--- src/rtl/mult_pkg.sv ---
// Shared definitions for the sequential shift-and-add multiplier:
// FSM state encoding and the default operand width.
package mult_pkg;

    localparam int DEFAULT_WIDTH = 4;

    typedef enum logic [1:0] {
        IDLE = 2'd0,
        CALC = 2'd1,
        DONE = 2'd2
    } state_t;

endpackage

--- src/rtl/shift_add_multiplier.sv ---
// Sequential radix-2 shift-and-add multiplier, unsigned or two's-complement.
// One product per WIDTH+2 cycles; signed operands are multiplied as magnitudes.
module shift_add_multiplier
    import mult_pkg::*;
#(
    parameter int WIDTH = DEFAULT_WIDTH,
    parameter int CNT_W = $clog2(WIDTH + 1)
) (
    input  logic                 clk,
    input  logic                 rst_n,
    input  logic                 start,
    input  logic                 sgn,
    input  logic [WIDTH-1:0]     m,
    input  logic [WIDTH-1:0]     q,
    output logic                 busy,
    output logic                 done,
    output logic [2*WIDTH-1:0]   P
);

    localparam logic [WIDTH-1:0]   ONE_W    = WIDTH'(1);
    localparam logic [2*WIDTH-1:0] ONE_P    = (2*WIDTH)'(1);
    localparam logic [CNT_W-1:0]   ONE_C    = CNT_W'(1);
    localparam logic [CNT_W-1:0]   LAST_CNT = CNT_W'(WIDTH - 1);

    // -2^(WIDTH-1) maps to 2^(WIDTH-1), which still fits as an unsigned WIDTH-bit value
    function automatic logic [WIDTH-1:0] magnitude(input logic [WIDTH-1:0] x,
                                                   input logic            is_signed);
        return (is_signed && x[WIDTH-1]) ? ((~x) + ONE_W) : x;
    endfunction

    function automatic logic [2*WIDTH-1:0] negate(input logic [2*WIDTH-1:0] x);
        return (~x) + ONE_P;
    endfunction

    state_t                state_q, state_d;
    logic [WIDTH-1:0]      m_q, m_d;
    logic [WIDTH-1:0]      a_q, a_d;
    logic [WIDTH-1:0]      q_q, q_d;
    logic                  sgn_q, sgn_d;
    logic                  neg_q, neg_d;
    logic [CNT_W-1:0]      cnt_q, cnt_d;
    logic                  busy_q, busy_d;
    logic                  done_q, done_d;
    logic [2*WIDTH-1:0]    p_q, p_d;
    logic [WIDTH:0]        sum;
    logic [2*WIDTH-1:0]    prod;

    always_comb begin
        state_d = state_q;
        m_d     = m_q;
        a_d     = a_q;
        q_d     = q_q;
        sgn_d   = sgn_q;
        neg_d   = neg_q;
        cnt_d   = cnt_q;
        busy_d  = busy_q;
        done_d  = 1'b0;
        p_d     = p_q;
        sum     = {1'b0, a_q} + (q_q[0] ? {1'b0, m_q} : {(WIDTH+1){1'b0}});
        prod    = {a_q, q_q};

        case (state_q)
            IDLE: begin
                if (start) begin
                    m_d     = magnitude(m, sgn);
                    q_d     = magnitude(q, sgn);
                    sgn_d   = sgn;
                    neg_d   = m[WIDTH-1] ^ q[WIDTH-1];
                    a_d     = '0;
                    cnt_d   = '0;
                    busy_d  = 1'b1;
                    state_d = CALC;
                end
            end
            CALC: begin
                // carry, accumulator and multiplier shift right together as one register
                a_d   = sum[WIDTH:1];
                q_d   = {sum[0], q_q[WIDTH-1:1]};
                cnt_d = cnt_q + ONE_C;
                if (cnt_q == LAST_CNT) begin
                    state_d = DONE;
                end
            end
            DONE: begin
                p_d     = (sgn_q && neg_q) ? negate(prod) : prod;
                done_d  = 1'b1;
                busy_d  = 1'b0;
                state_d = IDLE;
            end
            default: begin
                state_d = IDLE;
                busy_d  = 1'b0;
            end
        endcase
    end

    always_ff @(posedge clk or negedge rst_n) begin
        if (!rst_n) begin
            state_q <= IDLE;
            m_q     <= '0;
            a_q     <= '0;
            q_q     <= '0;
            sgn_q   <= 1'b0;
            neg_q   <= 1'b0;
            cnt_q   <= '0;
            busy_q  <= 1'b0;
            done_q  <= 1'b0;
            p_q     <= '0;
        end else begin
            state_q <= state_d;
            m_q     <= m_d;
            a_q     <= a_d;
            q_q     <= q_d;
            sgn_q   <= sgn_d;
            neg_q   <= neg_d;
            cnt_q   <= cnt_d;
            busy_q  <= busy_d;
            done_q  <= done_d;
            p_q     <= p_d;
        end
    end

    assign busy = busy_q;
    assign done = done_q;
    assign P    = p_q;

endmodule

--- config.mk ---
export PLATFORM = sky130hd
export DESIGN_NAME = shift_add_multiplier
export DESIGN_NICKNAME = d
export VERILOG_FILES = /design/src/rtl/mult_pkg.sv /design/src/rtl/shift_add_multiplier.sv
export SDC_FILE = /design/constraint.sdc
export NUM_CORES = 1
export LEC_CHECK = 0
export ABC_AREA = 0
export CAP_MARGIN = 20
export CORE_AREA = 2 2 70 72
export DETAILED_ROUTE_END_ITERATION = 16
export DIE_AREA = 0 0 72 74
export PLACE_DENSITY_LB_ADDON = 0.08
export REMOVE_ABC_BUFFERS = 1
export SLEW_MARGIN = 20
export SYNTH_ARGS = -nofsm -noshare
export SYNTH_HDL_FRONTEND = slang
export SYNTH_SLANG_ARGS = --single-unit
--- constraint.sdc ---
create_clock -name clk -period 3.65 [get_ports clk]
set_input_delay 0.73 -clock clk [delete_from_list [all_inputs] [get_ports clk]]
set_output_delay 0.73 -clock clk [all_outputs]
set_load 0.1 [all_outputs]
==> results of run 1 <==
[worst min-delay path, cell delays in order, from the launching register on]
cell and delay [ns]:
dfrtp_1 0.34, nand2_1 0.04, o21ai_0 0.06
[cell type report]
cell class / count / share of cell area (%)
Multi-Input combinational cell: 112 / 38.1
Timing Repair Buffer: 22 / 11.7
Sequential cell: 29 / 39.1
Tap cell: 54 / 3.64
Clock inverter: 2 / 0.539
Clock buffer: 6 / 3.91
Inverter: 15 / 3.03
[state kept, by name, indices dropped and copies added (netlist names)]
| signal | cells |
|---|---|
| P | 8 |
| a_q | 4 |
| m_q | 4 |
| q_q | 4 |
| cnt_q | 3 |
| state_q | 2 |
| busy | 1 |
| done | 1 |
| neg_q | 1 |
| sgn_q | 1 |
[cell families (layout without fill, tap and decap cells)]
group	Yosys count	in the layout
and+or+nand+nor	51	51
AOI/OAI and AO/OA	38	38
DFF	29	29
buffers and inverters	19	45
adders and majority gates	10	10
xor gates and xnor gates	10	10
muxes	3	3
[report_power, final]
group	internal, mW	leakage [nW]	switching (mW)
registers	0.471	0.358	0.118
logic	0.310	0.471	0.672
clock network	0.132	0.0450	0.124
total	0.912	0.873	0.915
[worst max-delay path by stage]
stage	end	slack [ns]	depth (start not counted)
final	P[0]	1.15	1
after floorplan	busy	2.02	0
after CTS	P[0]	1.13	1
after global routing	P[0]	1.09	1
after detailed placement	q_q[1]$_DFFE_PN0P_	1.41	5
after global placement	q_q[1]$_DFFE_PN0P_	1.44	5
[per-layer routing]
metal | part of all wire, % | vias up | track usage, % | wire length, um
met5 | 0 | - | 0 | 0
met4 | 1.8 | 0 | 6.50 | 53
met3 | 3.9 | 7 | 4.47 | 115
met2 | 48 | 20 | 21.1 | 1430
met1 | 46 | 545 | 15.6 | 1380
li1 | - | 584 | - | -
[synth_stat cells]
library cell | instances | area (um2)
o21ai_0 | 16 | 80.1
buf_2 | 4 | 20.0
nand3b_1 | 1 | 7.51
nor3b_4 | 1 | 18.8
nor2_2 | 1 | 6.26
and2_1 | 4 | 25.0
a31oi_1 | 2 | 12.5
o21ai_1 | 4 | 20.0
nand3_1 | 4 | 20.0
o31ai_1 | 2 | 15.0
nand2b_1 | 1 | 6.26
ha_1 | 9 | 113
mux2i_1 | 3 | 30.0
inv_1 | 15 | 56.3
nor2b_1 | 2 | 12.5
nor2_1 | 10 | 37.5
nor3_1 | 1 | 5.00
xor2_1 | 1 | 8.76
a21oi_1 | 7 | 35.0
a32oi_1 | 1 | 8.76
fa_1 | 1 | 20.0
a21o_1 | 1 | 7.51
o221ai_1 | 1 | 8.76
nand2_1 | 26 | 97.6
xnor2_1 | 9 | 78.8
a41oi_1 | 1 | 8.76
dfrtp_1 | 29 | 726
o32ai_1 | 1 | 8.76
a22oi_1 | 2 | 15.0
[through the flow]
stage	area, um2	power, mW	cells
finish	1860	1.83	240
global route	1860	1.97	240
CTS	1860	1.85	240
detailed placement	1770	1.59	232
global placement	1770	1.57	232
floorplan	1490	1.34	156
[layout by cell type, fill, tap and decap left out]
cell type / synthesis / layout
ha_1: 9 / 9
buf_4: 0 / 1
fa_1: 1 / 1
clkbuf_8: 0 / 5
nor2_1: 10 / 10
o31ai_1: 2 / 2
a32oi_1: 1 / 1
nand2b_1: 1 / 1
clkdlybuf4s50_1: 0 / 21
a41oi_1: 1 / 1
inv_1: 15 / 15
nand2_1: 26 / 26
nor2_2: 1 / 1
nor3b_4: 1 / 1
a31oi_1: 2 / 2
o32ai_1: 1 / 1
a21oi_1: 7 / 7
xor2_1: 1 / 1
mux2i_1: 3 / 3
nand3b_1: 1 / 1
clkbuf_1: 0 / 1
nor3_1: 1 / 1
o21ai_1: 4 / 4
nand3_1: 4 / 4
a22oi_1: 2 / 2
o21ai_0: 16 / 16
clkinv_2: 0 / 2
a21o_1: 1 / 1
xnor2_1: 9 / 9
and2_1: 4 / 4
nor2b_1: 2 / 2
o221ai_1: 1 / 1
dfrtp_1: 29 / 29
==> summary by stage, run 1 <==
Run status
The flow ran to the end, and the final reports show no timing, DRC or antenna violations.

Global route
The remaining global-route overflow is 0. The total track usage is 13.0%. The number of antenna violations at the first check in global routing is 0. The wire length of the first global-routing pass is 5.15 mm.

The number of global-route vias before repair came to 1149. The maximum number of pins on one net before global-route repair is 30.

Clocking
For this design, the CTS-stage hold fixing added 0 buffers. The H-tree generated during clock tree synthesis spans 2 levels. The number of setup buffers added after CTS is 0. The number of resized instances in the post-cts repair step is 0. The number of clock sinks is 29. The number of buffers created by CTS is 5. The maximum count of clock buffers along a single path is 2. The CTS clock-pin slew for the worst setup and hold paths is 0.07 ns. The clock latency reported for the late side of the worst-skew pair is 0.28 ns.

The CTS tree is done. The tree is rooted in a clkbuf_8.

Routing
The detailed router placed 1156 vias in this run. The final wirelength is 2.98 mm. The count of nets left with antenna violations once routing finished came out at 0. Dividing the detail-routed wire length by the instance count gives 12.4 um. The pre-antenna-repair detailed-routing pass consisted of 4 iterations. In the routed layout, each cell is associated on average with a via count of 4.82.

After the first detailed-routing iteration, the DRC count stood at 39. In the routed design, unresolved DRC markers number 0.

Setup path
The worst register-to-register path ends at a_q[3]$_DFFE_PN0P_. For flop-to-flop paths, the worst setup slack is 1.98 ns. The startpoint type of the worst setup path is a flip-flop. STA puts the critical path data arrival time at 1.77 ns. The startpoint identified for the worst register-to-register timing path is q_q[0]$_DFFE_PN0P_. The largest fanout on the critical path is 2. Measured in cells, the most critical reg-to-reg path has a length of 7. The signal on the critical path passes through clkdlybuf4s50_1. Among all stages on the critical path, the largest delay is contributed by clkdlybuf4s50_1. The most critical setup path has its startpoint at P[0]$_DFFE_PN0P_. On the worst path, the slowest cell contributes a delay of 1.13 ns. The category of the worst setup path capture point is a primary output. The count of buffer and inverter cells on the critical path is 1. The critical path is of the reg -> out type. The cell family with the largest share of critical-path delay is buffers and inverters. Data on the critical path is required at its endpoint by 2.92 ns.

Floorplan
The floorplan step defined a die boundary enclosing 5330 um2. The floorplan step set the die width to 72 um. The count of boundary I/O pins is 22. The standard cell core area is 4600 um2. The die is 74 um tall. The initial core utilization is 32.8%. The initialized floorplan defines 25 standard-cell rows.

Placed design
The setup slack after placement is 1.41 ns. Routability-driven placement finished with a final weighted congestion of 0.756. During placement, the flow inserted port buffers numbering 21.

Once detailed placement completed, the half-perimeter wirelength came to 2.17 mm.

Finish
Registers take 726 um2. Summing all multi-input logic gate instances after layout gives 707 um2. The net total in the final layout is 207. After filler insertion, the fill cell instance count of the layout stands at 461. The number of antenna repair diodes is 0.

From synthesis to final layout, the design area changed by 23.1%. Of the cells placed in the final design, the portion with a size suffix greater than 1 is 5.38%. The final core utilization is 40.4%.

Worst hold path
The worst hold path passes through 2 cells. The start point of the worst min-delay path is P[7]$_DFFE_PN0P_. The path with the worst hold slack has its endpoint at P[7]$_DFFE_PN0P_. In this run the worst hold path is classified as reg -> reg.

Run
The count of max-cap constraint violations is 0.

Yosys
The post-synthesis instance total is 160. Measured against the total synthesized area, the mux share comes to 1.99%. The share of the synthesized netlist area taken by xor and xnor gates is 5.80%. By area, the combinational part of the netlist is dominated by simple AND/OR/NAND/NOR gates. The synthesis-stage register bit count is 29. Of the synthesized area, sequential elements account for 48.1%. The number of synthesis warnings is 0. Summing the areas of all and, or, nand and nor instances in the mapped netlist gives 15.7% of the synthesized area. The unique cell type count in the Yosys netlist is 29. In this run the mean area of a mapped cell was 9.43 um2. The synthesized netlist occupies a cell area of 1510 um2. The synthesized netlist devotes 14.6% of its cell area to compound gates.

The adder-cell share of the synthesized area is 8.79%.

STA
For the pin with the worst max-slew slack, the measured transition is 0.963 ns. Setup violations remaining at the end of the flow were counted as 0. The headroom to the max-slew limit is 35.6%. Clock skew on the completed layout was measured at 0.00620 ns.

The accumulated negative setup slack is 0 ns. Dividing the final minimum period by the clock period gives 68.5%. Based on the critical path, the design can be clocked at up to 0.400 GHz. The final number of hold-violating endpoints came to 0. The final-report max-slew violation count is 0.

The minimum clock period is 2.50 ns. The tightest hold path in the finished design has a slack of 0.474 ns. Setup repair after global routing left no endpoint under its margin. After layout, the worst setup slack is 1.15 ns.

Pwr
The cell area power density is 984 nW/um2. For this design the static power due to leakage is 0.873 nW. The worst IR drop on VDD is 0.264 mV.
Note: power is estimated with default switching activity, not from simulation.
==> run 2: changes to the inputs <==
- clock period: 3.65 -> 2.05 ns (I/O delays scaled with it)
==> summary by stage, run 2 (synthesis gave the netlist of run 1 again) <==
Global route
The remaining global-route overflow is 0 (unchanged). The maximum number of pins on one net before global-route repair is 30 (unchanged). The total track usage came to 13.0% (-0.080 points).

The number of global-route vias before repair is 1171 (+1.9%). The number of antenna violations at the first check in global routing was 0 (unchanged). The wire length of the first global-routing pass is 5.15 mm (unchanged).

Worst hold path
The cell depth of the worst hold path is 2 (unchanged). The start point of the worst min-delay path is m_q[3]$_DFFE_PN0P_. The worst-case hold path end point is m_q[3]$_DFFE_PN0P_. The type of the most critical hold path is reg -> reg.

Finish
The number of flip-flops under the largest register name is 8 (unchanged). The net total in the final layout was 210 (+1.4%). The post-synthesis to final-layout area growth was 23.1% (about the same). The post-layout instance count excluding filler cells is 242 (+0.83%). The share of post-route cells with drive strength above 1 is 11.7% (+6.3 points). The combined flip-flop and latch cell area was 726 um2 (unchanged). The number of antenna repair diodes was 0 (unchanged). Leaving out fill and tap cells, the most frequent cells in the layout are dfrtp_1 (29), nand2_1 (26), o21ai_0 (16). The count of filler cells inserted in the layout is 459 (-0.43%). The final design area excluding fillers is 1860 um2 (about the same).

The combined area of the multi-input logic cells is 707 um2 (unchanged). The library cell used most frequently in the layout, excluding fill and tap cells, is dfrtp_1.

Placed design
The post-detailed-placement half-perimeter wirelength is 2.21 mm (+1.9%). The placed instance area is 1770 um2 (-0.14%). The number of placed instances with taps included is 235 (+1.3%). The global placer's final weighted congestion is 0.773 (+2.3%). The number of port buffers is 21 (unchanged).

Setup path
STA classifies the critical path startpoint as a flip-flop. In this run the critical register-to-register path is launched from q_q[0]$_DFFE_PN0P_. The worst reg2reg path endpoint is a_q[3]$_DFFE_PN0P_. The arrival time of data at the critical path endpoint is 1.87 ns (+0.10 ns).

The count of cells along the worst register-to-register path is 7 (unchanged). The largest fanout on the critical path is 7 (+5). The critical path in this run is classified as reg -> reg.

The category of the worst setup path capture point is a flip-flop. The worst-case register-to-register setup slack is 0.38 ns (-1.60 ns). The worst endpoint required time was 2.25 ns (-0.67 ns).

Clocking
The CTS clock-pin slew for the worst setup and hold paths is 0.06 ns (about the same). The maximum count of clock buffers along a single path is 2 (unchanged). The tree is rooted in a clkbuf_8. The number of buffers created by CTS is 5 (unchanged). The number of resized instances in the post-cts repair step is 0 (unchanged). The number of setup buffers added after CTS is 0 (unchanged). The clock latency reported for the late side of the worst-skew pair was 0.28 ns (about the same). The maximum level of the CTS H-tree was 2 (unchanged). The CTS tree is done. The count of hold-fix buffers inserted at cts is 0 (unchanged). The number of clock sinks is 29 (unchanged).

Pwr
The total power is 3.28 mW (+79%). The part of the total power dissipated in the clock network is 14.5% (+0.5 points). The cell area power density is 1760 nW/um2 (+79%). The total internal power is 1.66 mW (+81%).

The worst IR drop on VDD is 0.471 mV (+79%). The leakage power total was 0.899 nW (+3.0%). The share of power burned in registers is 31.9% (-0.4 points). The net switching power of the design is 1.62 mW (+77%). The net switching fraction of the power came to 49.5% (-0.58 points). The share of power burned in combinational logic was 53.6% (about the same).

STA
The transition at the pin with the smallest max-transition slack was 0.452 ns (-0.511 ns). The peak clock frequency supported by timing is 0.600 GHz. The final number of hold-violating endpoints is 0 (unchanged). The headroom to the max-slew limit is 69.8% (+34 points). For the finished layout, the period the worst path requires is 1.67 ns. The maximum clock skew at final layout was 0.00337 ns (-0.00282 ns). The accumulated negative setup slack is 0 ns (unchanged). The number of failing setup endpoints in the final timing report is 0 (unchanged). The worst path uses 81.3% of the clock period. The worst hold slack was 0.467 ns (-0.00760 ns). Setup repair after global routing left no endpoint under its margin. The final-report max-slew violation count is 0 (unchanged).

Routing
The detailed router's first-iteration violation count is 23 (-41%). The final routed DRC violation total is 0 (unchanged). The wire length per cell was 12.1 um (-2.8%). The final wirelength was 2.92 mm (-2.0%). The number of iterations in the first detailed-routing pass is 4 (unchanged). The number of vias per cell after detailed routing is 4.73 (-1.8%). The remaining antenna violation count after routing was 0 (unchanged). The via count of the routed design is 1145 (-0.95%).

Floorplan
The count of boundary I/O pins is 22 (unchanged). The die boundary width is 72 um (unchanged). The initial core utilization is 32.8% (unchanged).

The standard cell core area came to 4600 um2 (unchanged). The die extent in y came to 74 um (unchanged). The number of rows in the core area is 25 (unchanged). The die footprint is 5330 um2 (unchanged).

Run status
The flow ran to the end, and the final reports show no timing, DRC or antenna violations.

Run
The count of max-cap constraint violations is 0 (unchanged).
## run 2: cell types whose count changed in the layout (fill, tap and decap cells not counted), sizes merged
cell / change
buf: +13
clkbuf: +1
clkinv: -2
clkdlybuf4s50: -10
## run 2: worst max-delay path: stages, from the launching register on
cell	delay (ns)
dfrtp_1	0.46
and2_1	0.16
ha_1	0.15
inv_1	0.05
fa_1	0.37
nor2b_1	0.16
o21ai_0	0.09
a21oi_1	0.14
## run 2: how the worst max path moves through the flow
stage | endpoint | cells after the start | slack, ns | startpoint
finish | a_q[3]$_DFFE_PN0P_ | 7 | 0.38 | q_q[0]$_DFFE_PN0P_
global route | a_q[3]$_DFFE_PN0P_ | 7 | 0.22 | q_q[0]$_DFFE_PN0P_
CTS | a_q[3]$_DFFE_PN0P_ | 7 | 0.35 | q_q[0]$_DFFE_PN0P_
detailed placement | a_q[3]$_DFFE_PN0P_ | 7 | 0.37 | q_q[0]$_DFFE_PN0P_
global placement | a_q[3]$_DFFE_PN0P_ | 7 | 0.40 | q_q[0]$_DFFE_PN0P_
floorplan | a_q[3]$_DFFE_PN0P_ | 7 | 0.58 | q_q[0]$_DFFE_PN0P_
## run 2: per-stage QoR
stage	util, %	worst slack [ns]
final	40.4	0.383
after global routing	40.4	0.215
after CTS	40.4	0.353
after detailed placement	38.5	0.372
after global placement	38.5	0.400
after floorplan	-	0.578
## run 2: per-layer routing
| layer | share of wire, % | global-route usage (%) | vias to the layer above |
|---|---|---|---|
| met5 | 0 | 0 | - |
| li1 | - | - | 592 |
| met4 | 1.4 | 5.03 | 0 |
| met1 | 45 | 14.5 | 524 |
| met3 | 4.9 | 4.47 | 5 |
| met2 | 49 | 22.8 | 24 |
## run 2: power groups by stage
stage	Clock (mW)	Combinational [mW]	Sequential, mW
after floorplan	0	0.764	1.62
after global placement	0	1.75	1.05
after detailed placement	0	1.78	1.06
after CTS	0.496	1.79	1.05
after global routing	0.517	1.95	1.09
final	0.476	1.76	1.04
## run 2: final cells by class
type	count	area share, %
Clock buffer	7	4.65
Inverter	15	3.03
Multi-Input combinational cell	112	38.0
Sequential cell	29	39.1
Tap cell	54	3.64
Timing Repair Buffer	25	11.6
==> run 3: changes to the inputs <==
- clock period: 2.05 -> 1.3 ns (I/O delays scaled with it)
==> summary by stage, run 3 (synthesis gave the netlist of run 1 again) <==
Setup path
The count of buffer and inverter cells on the critical path is 1 (unchanged). The origin of the critical flop-to-flop path is q_q[0]$_DFFE_PN0P_. The worst endpoint required time came to 1.51 ns (-0.74 ns). The worst setup path is of the reg -> reg kind. In this run the critical register-to-register path is captured at a_q[3]$_DFFE_PN0P_. The count of cells along the worst register-to-register path is 7 (unchanged). The arrival time of data at the critical path endpoint is 1.70 ns (-0.17 ns). Among cell families on the critical path, the largest total delay comes from adder cells. The category of the worst setup path capture point is a flip-flop. The worst-case register-to-register setup slack is -0.20 ns (-0.58 ns). The signal on the critical path passes through and2_4 -> ha_4 -> inv_2 -> fa_2 -> nor2b_4 -> o21ai_2 -> a21oi_1. The largest incremental delay on the critical path is 0.39 ns (-0.07 ns). In this run the worst setup path begins at q_q[0]$_DFFE_PN0P_.

The slowest library cell on the worst path is dfrtp_1. The startpoint type of the worst setup path is a flip-flop. The largest fanout on the critical path is 4 (-3).

Clocking
TritonCTS built the clock tree. The CTS clock-pin slew for the worst setup and hold paths is 0.06 ns (about the same). The count of hold-fix buffers inserted at cts is 0 (unchanged). Clock tree synthesis selected as its root buffer the cell clkbuf_8. The maximum level of the CTS H-tree is 2 (unchanged). The number of clock sinks came to 29 (unchanged). The maximum count of clock buffers along a single path came to 2 (unchanged). The number of buffers created by CTS came to 5 (unchanged). The clock latency reported for the late side of the worst-skew pair is 0.28 ns (about the same).

Finish
The net total in the final layout was 230 (+9.5%). In the layout the commonest cells are dfrtp_1 (29), nand2_1 (25), buf_4 (22). The post-layout instance count excluding filler cells is 262 (+8.3%). The share of post-route cells with drive strength above 1 was 28.8% (+17 points). The number of antenna repair diodes is 0 (unchanged). Leaving out fill and tap cells, the most frequent cell in the layout is dfrtp_1. The number of flip-flops under the largest register name was 8 (unchanged).

Compared with the post-synthesis result, the final layout area differs by 49.4%. The final design area excluding fillers came to 2250 um2 (+21%).

STA
The minimum clock period is 1.50 ns (-0.168 ns). The maximum clock skew at final layout is 0.00226 ns (-0.00111 ns). The final number of hold-violating endpoints came to 0 (unchanged).

The headroom to the max-slew limit is 79.7% (+9.9 points). The transition at the pin with the smallest max-transition slack is 0.304 ns (-0.148 ns). The number of failing setup endpoints in the final timing report is 4 (+4). The final-report max-slew violation count was 0 (unchanged). The post-route clock period utilization is 115% (+34 points). The peak clock frequency supported by timing is 0.667 GHz (+11%). The final worst slack came to -0.199 ns (-0.582 ns). Setup repair after global routing could not meet its margin everywhere.

Placed design
The post-detailed-placement half-perimeter wirelength is 2.41 mm (+9.0%). The placed instance area is 2070 um2 (+17%). The global placer's final weighted congestion was 0.845 (+9.2%). The number of placed instances with taps included was 255 (+8.5%). The setup slack after placement is -0.262 ns (-0.633 ns).

The number of port buffers was 21 (unchanged).

Floorplan
The count of boundary I/O pins is 22 (unchanged). The die footprint is 5330 um2 (unchanged). The standard cell core area is 4600 um2 (unchanged).

The initial core utilization came to 32.8% (unchanged). The die boundary width is 72 um (unchanged). The die extent in y came to 74 um (unchanged). The number of rows in the core area is 25 (unchanged).

Routing
The number of iterations in the first detailed-routing pass is 4 (unchanged). The remaining antenna violation count after routing is 0 (unchanged). The via count of the routed design is 1277 (+12%).

The final wirelength came to 3.33 mm (+14%). The wire length per cell is 12.7 um (+5.5%). The number of vias per cell after detailed routing is 4.87 (+3.0%).

The detailed router's first-iteration violation count is 36 (+57%). The final routed DRC violation total is 0 (unchanged).

Pwr
The leakage power total is 1.05 nW (+17%). The cell area power density was 2770 nW/um2 (+57%). The worst IR drop on VDD is 0.744 mV (+58%).

Global route
The total track usage is 14.5% (+1.6 points). The maximum number of pins on one net before global-route repair is 30 (unchanged). The remaining global-route overflow is 0 (unchanged). The number of antenna violations at the first check in global routing is 0 (unchanged). The number of global-route vias before repair is 1252 (+6.9%). The wire length of the first global-routing pass came to 5.84 mm (+13%).

Worst hold path
The type of the most critical hold path is in -> async.

Run status
The run finished, with violations left. The checks that failed: negative setup slack.

Run
The count of max-cap constraint violations came to 0 (unchanged).
[run 3: changes by cell type in the layout (fill, tap and decap cells not counted), sizes merged]
cell / change
buf: +20
[run 3: power breakdown]
| part | total, mW | switching [mW] | internal [mW] |
|---|---|---|---|
| registers | 1.70 | 0.377 | 1.32 |
| clock network | 0.749 | 0.330 | 0.419 |
| logic | 3.80 | 2.16 | 1.63 |
[run 3: per-stage QoR]
step | power, mW | utilization [%] | hold WS (ns) | TNS (ns)
after floorplan | 3.76 | - | -0.0356 | -0.569
after global placement | 5.13 | 45.1 | 0.457 | -2.04
after detailed placement | 5.20 | 45.1 | 0.470 | -2.30
after CTS | 6.06 | 47.5 | 0.356 | -0.634
after global routing | 6.71 | 49.0 | 0.360 | -1.09
final | 6.25 | 49.0 | 0.347 | -0.597
[run 3: metal layers]
metal	vias up	part of all wire [%]	global-route usage, %
li1	633	-	-
met2	33	50	23.8
met1	603	42	17.5
met5	-	0	0
met3	8	4.9	4.74
met4	0	2.5	6.92
[run 3: cell type report]
cell class	instances	area (um2)
multi-input combinational	112	801
sequential	29	726
timing repair buffer	45	515
clock buffer	7	86.3
fill	434	2340
inverter	15	58.8
tap	54	67.6
[run 3: how the worst max path moves through the flow]
stage	endpoint	slack, ns	depth (start not counted)
2_1_floorplan	a_q[3]$_DFFE_PN0P_	-0.17	7
3_3_place_gp	a_q[2]$_DFFE_PN0P_	-0.18	7
3_5_place_dp	a_q[3]$_DFFE_PN0P_	-0.26	7
4_1_cts	a_q[2]$_DFFE_PN0P_	-0.19	7
5_1_grt	a_q[3]$_DFFE_PN0P_	-0.26	7
6_report	a_q[3]$_DFFE_PN0P_	-0.20	7
[run 3: worst register-to-register path: cells and delay by family, from the launching register on]
kind | cells | cell delay [ns]
adder cells (fa/ha/maj) | 2 | 0.50
flip-flops | 1 | 0.39
AND/OR/NAND/NOR | 2 | 0.31
AO/OA/AOI/OAI | 2 | 0.19
buffers and inverters | 1 | 0.03
[run 3: what timing repair did]
item,in CTS,in global routing
resized for setup,11,15
pin swaps,6,14
endpoints found under the setup margin,6,14
setup buffers,0,1
